[src/rtl/anim_frame_sequencer.sv]
// anim_frame_sequencer
//   Steps a frame index through an animation sequence. Each rising edge of
//   the divided clock (tick_clk) is one animation tick. TICKS_PER_FRAME ticks
//   make up one frame. Playback is controlled with start/stop/pause/loop_en.
//
//   Optional feature macro: ANIM_PINGPONG_EN
//     defined   : loop mode plays back and forth (0..N-1..0..). Play-once
//                 mode stays forward-only.
//     undefined : loop mode wraps from NUM_FRAMES-1 to 0.
//
// Ports
//   I_CLK      in   system clock
//   rst        in   synchronous, active-high reset
//   tick_clk   in   divided clock. It is a register in the I_CLK domain.
//   start      in   pulse: (re)start the sequence at frame 0
//   stop       in   pulse: abort and return to idle
//   pause      in   level: freeze the sequence while high
//   loop_en    in   level: 1 = repeat, 0 = play once
//   frame_idx  out  current frame index
//   frame_stb  out  one-cycle pulse when a new frame is presented
//   busy       out  high while playing or paused
//   done       out  one-cycle pulse when a play-once sequence completes
module anim_frame_sequencer #(
    parameter int NUM_FRAMES      = 48,
    parameter int FRAME_W         = 6,
    parameter int TICKS_PER_FRAME = 5,
    parameter int TPF_W           = 8
) (
    input  logic               I_CLK,
    input  logic               rst,
    input  logic               tick_clk,
    input  logic               start,
    input  logic               stop,
    input  logic               pause,
    input  logic               loop_en,
    output logic [FRAME_W-1:0] frame_idx,
    output logic               frame_stb,
    output logic               busy,
    output logic               done
);

    localparam logic [1:0] S_IDLE = 2'd0;
    localparam logic [1:0] S_PLAY = 2'd1;
    localparam logic [1:0] S_HOLD = 2'd2;

    localparam logic [FRAME_W-1:0] LAST_FRAME = FRAME_W'(NUM_FRAMES - 1);
    localparam logic [TPF_W-1:0]   LAST_TICK  = TPF_W'(TICKS_PER_FRAME - 1);

`ifdef ANIM_PINGPONG_EN
    // Turn-around targets. For a single-frame sequence both collapse to 0.
    localparam logic [FRAME_W-1:0] TURN_DOWN = FRAME_W'((NUM_FRAMES > 1) ? NUM_FRAMES - 2 : 0);
    localparam logic [FRAME_W-1:0] TURN_UP   = FRAME_W'((NUM_FRAMES > 1) ? 1 : 0);
    localparam logic               CAN_TURN  = 1'(NUM_FRAMES > 1);

    logic dir;      // 0 = up, 1 = down
    logic dir_n;
`endif

    logic               tick_q;
    logic               tick_rise;
    logic [1:0]         state;
    logic [1:0]         state_n;
    logic [TPF_W-1:0]   tick_cnt;
    logic [TPF_W-1:0]   cnt_n;
    logic [FRAME_W-1:0] idx_n;
    logic               stb_n;
    logic               done_n;

    assign tick_rise = tick_clk & ~tick_q;

    always_comb begin
        state_n = state;
        cnt_n   = tick_cnt;
        idx_n   = frame_idx;
        stb_n   = 1'b0;
        done_n  = 1'b0;
`ifdef ANIM_PINGPONG_EN
        dir_n   = dir;
`endif
        if (stop) begin
            state_n = S_IDLE;
            cnt_n   = '0;
            idx_n   = '0;
        end else if (start) begin
            state_n = S_PLAY;
            cnt_n   = '0;
            idx_n   = '0;
            stb_n   = 1'b1;
`ifdef ANIM_PINGPONG_EN
            dir_n   = 1'b0;
`endif
        end else begin
            case (state)
                S_PLAY: begin
                    if (pause) begin
                        state_n = S_HOLD;
                    end else if (tick_rise) begin
                        if (tick_cnt < LAST_TICK) begin
                            cnt_n = tick_cnt + TPF_W'(1);
                        end else begin
                            cnt_n = '0;
                            // Frame advance point; loop_en is only looked at here.
                            if (!loop_en) begin
                                if (frame_idx < LAST_FRAME) begin
                                    idx_n = frame_idx + FRAME_W'(1);
                                    stb_n = 1'b1;
                                end else begin
                                    state_n = S_IDLE;
                                    done_n  = 1'b1;
                                end
`ifdef ANIM_PINGPONG_EN
                                dir_n = 1'b0;
`endif
                            end else begin
                                stb_n = 1'b1;
`ifdef ANIM_PINGPONG_EN
                                if (!dir) begin
                                    if (frame_idx < LAST_FRAME) begin
                                        idx_n = frame_idx + FRAME_W'(1);
                                    end else begin
                                        idx_n = TURN_DOWN;
                                        dir_n = CAN_TURN;
                                    end
                                end else begin
                                    if (frame_idx != '0) begin
                                        idx_n = frame_idx - FRAME_W'(1);
                                    end else begin
                                        idx_n = TURN_UP;
                                        dir_n = 1'b0;
                                    end
                                end
`else
                                idx_n = (frame_idx < LAST_FRAME) ? frame_idx + FRAME_W'(1) : '0;
`endif
                            end
                        end
                    end
                end
                S_HOLD: begin
                    // Resuming swallows any tick edge seen in the same cycle.
                    if (!pause) begin
                        state_n = S_PLAY;
                    end
                end
                default: ;
            endcase
        end
    end

    always_ff @(posedge I_CLK) begin
        if (rst) begin
            tick_q    <= 1'b0;
            state     <= S_IDLE;
            tick_cnt  <= '0;
            frame_idx <= '0;
            frame_stb <= 1'b0;
            done      <= 1'b0;
            busy      <= 1'b0;
`ifdef ANIM_PINGPONG_EN
            dir       <= 1'b0;
`endif
        end else begin
            tick_q    <= tick_clk;
            state     <= state_n;
            tick_cnt  <= cnt_n;
            frame_idx <= idx_n;
            frame_stb <= stb_n;
            done      <= done_n;
            busy      <= (state_n != S_IDLE);
`ifdef ANIM_PINGPONG_EN
            dir       <= dir_n;
`endif
        end
    end

endmodule

[config.mk]
export PLATFORM = sky130hd
export DESIGN_NAME = anim_frame_sequencer
export DESIGN_NICKNAME = d
export VERILOG_FILES = /design/src/rtl/anim_frame_sequencer.sv
export SDC_FILE = /design/constraint.sdc
export NUM_CORES = 1
export LEC_CHECK = 0
export ABC_CLOCK_PERIOD_IN_PS = 1700
export BUFFER_PORTS_ARGS = -buffer_cell sky130_fd_sc_hd__buf_2
export CELL_PAD_IN_SITES_DETAIL_PLACEMENT = 0
export CELL_PAD_IN_SITES_GLOBAL_PLACEMENT = 1
export CORE_MARGIN = 2
export CORE_UTILIZATION = 37
export CTS_CLUSTER_SIZE = 10
export DETAILED_ROUTE_END_ITERATION = 16
export MAX_ROUTING_LAYER = met4
export PLACE_DENSITY = 0.76
export SYNTH_ARGS = -nofsm -noshare
export SYNTH_HDL_FRONTEND = slang
export SYNTH_SLANG_ARGS = --single-unit
[constraint.sdc]
create_clock -name I_CLK -period 1.7 [get_ports I_CLK]
set_input_delay 0.425 -clock I_CLK [delete_from_list [all_inputs] [get_ports I_CLK]]
set_output_delay 0.425 -clock I_CLK [all_outputs]
set_load 0.02 [all_outputs]
==> results.sh, run 1 <==
export IMPL_ys_ff_latch=20
export IMPL_wl_met2_mm=1.178
export IMPL_synthCells=110
export IMPL_grt_usage=0.1734
export IMPL_grt_max_degree=13
export IMPL_drv_cap=0
export IMPL_finalCritPeriodShare=1.008
export IMPL_synth_distinct_cells=35
export IMPL_drc_errors=0
export IMPL_synth_commonest_cells="dfxtp_1, a21oi_1, inv_1, nand2_1, nor2_1"
export IMPL_cp_max_fo=6
export IMPL_rows=18
export IMPL_fp_dieArea_um2=3108
export IMPL_ant_nets=0
export IMPL_drt_iter0_drc=47
export IMPL_async_flop_share=0
export IMPL_critical_path_arrival_ps=1970
export IMPL_fin_area_um2=1480
export IMPL_yosys_warnings=0
export IMPL_grt_remaining_overflow=0
export IMPL_ys_flop_type="dfxtp_1"
export IMPL_pre_cts_ws_ps=-104.9
export IMPL_cts_tree="yes"
export IMPL_outcome="finished with violations"
export IMPL_cts_max_path_buffers=2
export IMPL_timing_setup_tns_ps=-13.63
export IMPL_total_power_w=0.0009359
export IMPL_ctsHoldBuffers=0
export IMPL_area_growth_pct=49.37
export IMPL_start_kind="register"
export IMPL_initial_core_util=0.3964
export IMPL_worstPathRequired_ps=1960
export IMPL_syn_nets=121
export IMPL_slew_violations=0
export IMPL_routed_via_density=5.319
export IMPL_core_um2=2500
export IMPL_die_x_um=55.75
export IMPL_max_slew_margin=0.7045
export IMPL_antenna_cells=0
export IMPL_synth_seq_area_share=0.4040
export IMPL_finalHoldViolations=0
export IMPL_worst_setup_path_type="register to register"
export IMPL_dr_pass1_iters=4
export IMPL_wirelength_mm=2.449
export IMPL_wire_per_inst_um=12.82
export IMPL_antenna_found_initial=0
export IMPL_power_density_nw_per_um2=632.3
export IMPL_cts_root_buf="clkbuf_4"
export IMPL_cp_end_kind="register"
export IMPL_die_height_um=55.75
export IMPL_met3_wirelength_um=87
export IMPL_synthMostInstantiatedCell="dfxtp_1"
export IMPL_yosysTopAreaCell="dfxtp_1"
export IMPL_io_pins=16
export IMPL_p_leak_nw=0.5922
export IMPL_vias=1016
export IMPL_cts_htree_levels=1
export IMPL_worstMarginPinSlew_ps=439.9
export IMPL_dpl_hpwl_mm=1.849
export IMPL_gp_congestion=0.7806
export IMPL_cts_sinks=20
export IMPL_numCtsBuffers=3
export IMPL_max_freq_ghz=0.5836
export IMPL_nNetsFinal=173
export IMPL_routed_top_layer="met4"
export IMPL_ys_top_cells_by_area="dfxtp_1, a21oi_1, ha_1"
export IMPL_path_clk_slew_ps=130
export IMPL_clk_latency_ps=320
export IMPL_grt_pass1_wl_mm=4.167
export IMPL_fin_crit_ps=1714
export IMPL_io_buffers=15
export IMPL_synth_top_area_frac=0.4040
export IMPL_setup_violations_final=1
export IMPL_irDropWorstVdd_mv=0.6091
export IMPL_placed_cell_area_um2=1316
export IMPL_drive_gt1_frac=0.4969
export IMPL_grt_pass1_vias=997
export IMPL_min_path_type="primary input to register"
export IMPL_rsz0062_at_grt="true"
export IMPL_setup_ws_ps=-13.63
export IMPL_fin_util=0.5921
export IMPL_wl_met1_mm=1.157
export IMPL_skew_ps=28.67
export IMPL_synth_edff_count=0
export IMPL_synth_avg_cell_area_um2=9.009
export IMPL_netlist_area_um2=991.0
export IMPL_violations="setup timing"
-- cells by family after synthesis --
logic type	synth area share
AOI/OAI and AO/OA	0.2210
xor gates and xnor gates	0.008840
adders and majority gates	0.05051
buffers and inverters	0.04167
DFF	0.4040
and+or+nand+nor	0.2740
-- sequential cells by signal (all words and copies together), names as in the netlist --
signal and cells:
tick_cnt 8, done 1, tick_q 1, busy 1, frame_idx 6, state 2, frame_stb 1
-- metrics by stage --
stage               hold WS, ps  instances
global route              302.5        191
CTS                       287.4        187
global placement          459.3        180
floorplan                 445.3        110
detailed placement        470.8        180
finish                    287.8        191
-- placed cells by master, fill, tap and decap left out, types with 2 or more instances in the layout --
cell	count
nand2b_1	2
buf_4	30
buf_2	15
buf_6	3
or4_4	4
o31ai_4	2
o22ai_1	2
clkbuf_4	3
a21oi_1	6
dfxtp_2	5
o31ai_1	3
o21ai_0	3
o311ai_0	2
nor3_1	5
nor2_1	8
inv_1	7
nand2_1	8
a21oi_2	6
nand3_1	6
and3_1	2
ha_1	2
dfxtp_1	14
-- worst paths after layout --
path,slack [ps],from,end,cells after the start
worst max-delay path,-10,frame_idx[0]$_SDFFE_PP0P_,frame_idx[0]$_SDFFE_PP0P_,6
worst min-delay path,290,stop,state[0]$_SDFF_PP0_,2
worst max register to register,-10,frame_idx[0]$_SDFFE_PP0P_,frame_idx[0]$_SDFFE_PP0P_,6
worst min register to register,480,tick_cnt[1]$_SDFFE_PP0P_,tick_cnt[1]$_SDFFE_PP0P_,2
-- critical path: stages, from the launching register on --
cell	delay, ps
dfxtp_2	350
ha_2	200
a31oi_2	230
nor3_2	110
buf_4	150
or3_2	460
a21oi_2	150
-- per-layer routing --
layer | up-vias | track usage
met3 | 2 | 0.03721
met1 | 484 | 0.2083
li1 | 514 | -
met2 | 16 | 0.2857
met4 | 0 | 0.06272
met5 | - | -
-- where the power goes --
| group | leakage, nW | switching (W) | internal (W) |
|---|---|---|---|
| clock network | 0.0279 | 0.000154 | 0.000239 |
| logic | 0.399 | 0.0000354 | 0.0000323 |
| registers | 0.165 | 0.00000271 | 0.000473 |
| total | 0.592 | 0.000192 | 0.000744 |
-- cell type report --
type	count	area [µm²]
clock inverters	1	30.03
well taps	30	37.54
inverters	8	30.03
clock buffers	3	22.52
repair buffers	48	334.1
flip-flops and latches	20	410.4
multi-input cells	81	615.6
fillers	213	1020
-- timing repair --
item	in CTS	in global routing
resized for setup	12	7
pin swaps	5	6
endpoints found under the hold margin	0	0
endpoints found under the setup margin	6	16
buffers inserted	3	4
(Power assumes the default switching activity.)
==> inputs of run 2 (changes only) <==
==> constraint.sdc (replaced) <==
create_clock -name I_CLK -period 1.7 [get_ports I_CLK]
set_input_delay 0.255 -clock I_CLK [delete_from_list [all_inputs] [get_ports I_CLK]]
set_output_delay 0.255 -clock I_CLK [all_outputs]
set_load 0.02 [all_outputs]
==> results.sh, run 2 (synthesis gave the netlist of run 1 again) <==
export IMPL_cts_max_path_buffers=2
export IMPL_setup_ws_ps=-27.65
export IMPL_skew_ps=5.018
export IMPL_dpl_hpwl_mm=1.760
export IMPL_reg2reg_to="frame_idx[3]$_SDFFE_PP0P_"
export IMPL_max_stage_delay_ps=630
export IMPL_die_x_um=55.75
export IMPL_nNetsFinal=164
export IMPL_grt_usage=0.1745
export IMPL_io_pins=16
export IMPL_drc_errors=0
export IMPL_worstPathRequired_ps=1940
export IMPL_wire_per_inst_um=13.43
export IMPL_min_path_type="primary input to register"
export IMPL_antenna_cells=0
export IMPL_cts_tree="yes"
export IMPL_largest_register_ffs=8
export IMPL_critical_path_arrival_ps=1970
export IMPL_finalCritPeriodShare=1.016
export IMPL_vias=975
export IMPL_worst_setup_path_type="register to register"
export IMPL_startpoint="state[1]$_SDFF_PP0_"
export IMPL_top_register="tick_cnt"
export IMPL_slowest_stage="or4_2"
export IMPL_drive_gt1_frac=0.4408
export IMPL_clk_latency_ps=300
export IMPL_fin_crit_ps=1728
export IMPL_dr_pass1_iters=4
export IMPL_mostFrequentLayoutCells="buf_4, dfxtp_1, buf_2"
export IMPL_cp_num_buf_inv=1
export IMPL_area_growth_pct=40.28
export IMPL_finalHoldViolations=0
export IMPL_ctsHoldBuffers=0
export IMPL_die_height_um=55.75
export IMPL_crit_path_end="frame_idx[3]$_SDFFE_PP0P_"
export IMPL_power_density_nw_per_um2=586.9
export IMPL_wirelength_mm=2.444
export IMPL_r2r_cells=6
export IMPL_drv_cap=0
export IMPL_drt_iter0_drc=26
export IMPL_grt_pass1_wl_mm=4.215
export IMPL_p_leak_nw=0.5385
export IMPL_cts_htree_levels=1
export IMPL_r2r_slack_ps=-30
export IMPL_max_slew_margin=0.6782
export IMPL_rows=18
export IMPL_gp_congestion=0.7816
export IMPL_routed_via_density=5.357
export IMPL_reg_top3="tick_cnt: 8 flops, frame_idx: 6 flops, state: 2 flops"
export IMPL_fp_dieArea_um2=3108
export IMPL_total_power_w=0.0008158
export IMPL_violations="setup timing"
export IMPL_path_clk_slew_ps=110
export IMPL_placed_cell_area_um2=1256
export IMPL_mostFrequentLayoutCell="buf_4"
export IMPL_numCtsBuffers=3
export IMPL_max_freq_ghz=0.5788
export IMPL_path_depth=6
export IMPL_grt_pass1_vias=947
export IMPL_timing_setup_tns_ps=-81.79
export IMPL_rsz0062_at_grt="true"
export IMPL_antenna_found_initial=0
export IMPL_slew_violations=0
export IMPL_fin_cells=182
export IMPL_irDropWorstVdd_mv=0.4534
export IMPL_grt_remaining_overflow=0
export IMPL_outcome="finished with violations"
export IMPL_pre_cts_ws_ps=-110.4
export IMPL_cp_end_kind="register"
export IMPL_cts_root_buf="clkbuf_4"
export IMPL_worstMarginPinSlew_ps=479.8
export IMPL_r2r_start="state[1]$_SDFF_PP0_"
export IMPL_grt_max_degree=12
export IMPL_initial_core_util=0.3964
export IMPL_cts_sinks=20
export IMPL_io_buffers=15
export IMPL_cp_top_family="simple AND/OR/NAND/NOR gates"
export IMPL_core_um2=2500
export IMPL_fin_area_um2=1390
export IMPL_cp_cell_sequence="inv_2 -> ha_4 -> and4bb_4 -> o31ai_4 -> or4_2 -> a21oi_1"
export IMPL_setup_violations_final=8
export IMPL_start_kind="register"
export IMPL_ant_nets=0
export IMPL_cp_max_fo=7
export IMPL_place_inst=172
[run 2: where the power goes]
group | internal (W) | switching, W
registers | 0.000473 | 0.00000277
clock network | 0.000131 | 0.000146
logic | 0.0000276 | 0.0000350
[run 2: how the worst min path moves through the flow]
stage,slack [ps],end,cells past startpoint,from
finish,160,state[0]$_SDFF_PP0_,2,stop
global route,150,state[0]$_SDFF_PP0_,2,stop
CTS,140,state[0]$_SDFF_PP0_,2,stop
detailed placement,470,tick_cnt[2]$_SDFFE_PP0P_,2,tick_cnt[2]$_SDFFE_PP0P_
global placement,460,tick_cnt[1]$_SDFFE_PP0P_,2,tick_cnt[1]$_SDFFE_PP0P_
floorplan,330,tick_q$_SDFF_PP0_,1,rst
[run 2: worst reg2reg max path: stages, from the launching register on]
cell	delay [ps]
dfxtp_2	340
inv_2	60
ha_4	120
and4bb_4	260
o31ai_4	110
or4_2	630
a21oi_1	140
[run 2: metrics by stage]
step	hold WS (ps)	util
after floorplan	326.6	-
after global placement	460.6	0.5025
after detailed placement	465.8	0.5025
after CTS	143.9	0.5465
after global routing	152.1	0.5561
final	158.8	0.5561
[run 2: layer usage]
metal  part of all wire  global-route usage
met3              0.045             0.05581
met2               0.48              0.2891
met1               0.47              0.2144
met4             0.0045             0.02091
met5                  0                   -
[run 2: final cells by class]
type	instances	area, µm²
fill	233	1110
sequential	20	406.6
timing repair buffer	38	259.0
clock buffer	4	36.28
inverter	8	30.03
tap	30	37.54
multi-input combinational	82	620.6
[run 2: what timing repair did]
item                                    in CTS  in global routing
pin swaps                                    6                  4
gates resized for setup                      7                  9
hold endpoints to repair                     0                  0
setup buffers                                5                  0
endpoints found under the setup margin       8                 17
cloned                                       1                  0
==> inputs of run 3 (changes only) <==
--- a/config.mk
+++ b/config.mk
@@ -18,3 +18,4 @@
 export SYNTH_ARGS = -nofsm -noshare
 export SYNTH_HDL_FRONTEND = slang
 export SYNTH_SLANG_ARGS = --single-unit
+export TNS_END_PERCENT = 30
==> results.sh, run 3 (synthesis gave the netlist of run 1 again) <==
export IMPL_outcome="finished with violations"
export IMPL_violations="setup timing"
export IMPL_dr_pass1_iters=4
export IMPL_max_stage_delay_ps=550
export IMPL_path_clk_slew_ps=110
export IMPL_grt_max_degree=12
export IMPL_max_freq_ghz=0.5709
export IMPL_fp_dieArea_um2=3108
export IMPL_largest_register_ffs=8
export IMPL_finalCritPeriodShare=1.030
export IMPL_ctsHoldBuffers=0
export IMPL_wire_per_inst_um=13.32
export IMPL_irDropWorstVdd_mv=0.4529
export IMPL_initial_core_util=0.3964
export IMPL_cp_num_buf_inv=1
export IMPL_cts_htree_levels=1
export IMPL_worst_setup_path_type="register to register"
export IMPL_cp_top_family="simple AND/OR/NAND/NOR gates"
export IMPL_slew_violations=0
export IMPL_antenna_cells=0
export IMPL_gp_congestion=0.7816
export IMPL_core_um2=2500
export IMPL_cp_max_fo=4
export IMPL_die_x_um=55.75
export IMPL_vias=953
export IMPL_fin_crit_ps=1751
export IMPL_nNetsFinal=164
export IMPL_max_slew_margin=0.6935
export IMPL_wl_met1_mm=1.189
export IMPL_cp_end_kind="register"
export IMPL_reg_top3="tick_cnt: 8 flops, frame_idx: 6 flops, state: 2 flops"
export IMPL_slowest_stage="or4_4"
export IMPL_io_pins=16
export IMPL_numCtsBuffers=3
export IMPL_wirelength_mm=2.425
export IMPL_drt_iter0_drc=20
export IMPL_cts_max_path_buffers=2
export IMPL_power_density_nw_per_um2=590.6
export IMPL_mostFrequentLayoutCells="buf_4, dfxtp_1, buf_2"
export IMPL_clk_latency_ps=300
export IMPL_mostFrequentLayoutCell="buf_4"
export IMPL_pre_cts_ws_ps=-110.4
export IMPL_met3_wirelength_um=95
export IMPL_dpl_hpwl_mm=1.760
export IMPL_critical_path_arrival_ps=1960
export IMPL_antenna_found_initial=0
export IMPL_drc_errors=0
export IMPL_grt_pass1_wl_mm=4.112
export IMPL_die_height_um=55.75
export IMPL_setup_ws_ps=-51.49
export IMPL_rsz0062_at_grt="true"
export IMPL_routed_via_density=5.236
export IMPL_grt_remaining_overflow=0
export IMPL_fin_util=0.5516
export IMPL_drv_cap=0
export IMPL_grt_usage=0.1705
export IMPL_cts_tree="yes"
export IMPL_drive_gt1_frac=0.4276
export IMPL_cts_root_buf="clkbuf_4"
export IMPL_skew_ps=3.598
export IMPL_ant_nets=0
export IMPL_holdWs_ps=155.9
export IMPL_wl_met2_mm=1.133
export IMPL_cts_sinks=20
export IMPL_cp_cell_sequence="or4_4 -> buf_6 -> nor3_4 -> o311ai_1 -> a311oi_1"
export IMPL_setup_violations_final=8
export IMPL_area_growth_pct=39.14
export IMPL_grt_pass1_vias=925
export IMPL_top_register="tick_cnt"
export IMPL_start_kind="register"
export IMPL_p_leak_nw=0.5354
export IMPL_worstMarginPinSlew_ps=457.0
export IMPL_routed_top_layer="met4"
export IMPL_io_buffers=15
export IMPL_min_path_type="primary input to register"
export IMPL_finalHoldViolations=0
export IMPL_worstPathRequired_ps=1910
export IMPL_rows=18
==> run 3: changes by cell type in the layout (fill, tap and decap cells not counted) <==
cell,delta
o311ai_1,-2
o311ai_0,+2
a21oi_1,+2
buf_4,+1
buf_6,-1
a21oi_2,-2
==> run 3: worst paths after layout <==
path / start / end / slack [ps] / cells past startpoint
min: stop / state[0]$_SDFF_PP0_ / 160 / 2
max: tick_cnt[3]$_SDFFE_PP0P_ / state[0]$_SDFF_PP0_ / -50 / 5
max reg2reg: tick_cnt[3]$_SDFFE_PP0P_ / state[0]$_SDFF_PP0_ / -50 / 5
min reg2reg: tick_cnt[2]$_SDFFE_PP0P_ / tick_cnt[2]$_SDFFE_PP0P_ / 480 / 2
==> run 3: through the flow <==
stage / area, µm² / TNS [ps] / total power (W) / instances
after floorplan: 1020 / -10.46 / 0.0005161 / 110
after global placement: 1256 / -311.4 / 0.0005444 / 172
after detailed placement: 1256 / -706.0 / 0.0005463 / 172
after CTS: 1316 / -171.2 / 0.0008327 / 177
after global routing: 1379 / -977.3 / 0.0008551 / 182
final: 1379 / -287.2 / 0.0008144 / 182
==> run 3: final cells by class <==
| class | count | area, µm² |
|---|---|---|
| tap | 30 | 37.54 |
| sequential | 20 | 406.6 |
| fill | 234 | 1121 |
| inverter | 8 | 30.03 |
| clock buffer | 4 | 36.28 |
| timing repair buffer | 38 | 255.2 |
| multi-input combinational | 82 | 613.1 |
==> run 3: what timing repair did <==
| action | 4_1_cts | 5_1_grt |
|---|---|---|
| setup buffers | 0 | 5 |
| gates resized for setup | 5 | 6 |
| endpoints found under the setup margin | 8 | 14 |
| gates cloned | 1 | 0 |
| pin swaps | 3 | 5 |
==> run 3: where the power goes <==
group	switching [W]	internal, W	total (W)
registers	0.00000274	0.000473	0.000476
logic	0.0000338	0.0000272	0.0000610
clock network	0.000147	0.000131	0.000277
total	0.000183	0.000631	0.000814
==> run 3: routing by layer <==
layer  vias up  track usage
li1        497            -
met1       439       0.2072
met2        15       0.2840
met3         2      0.05581
met4         0      0.02091
met5         -            -
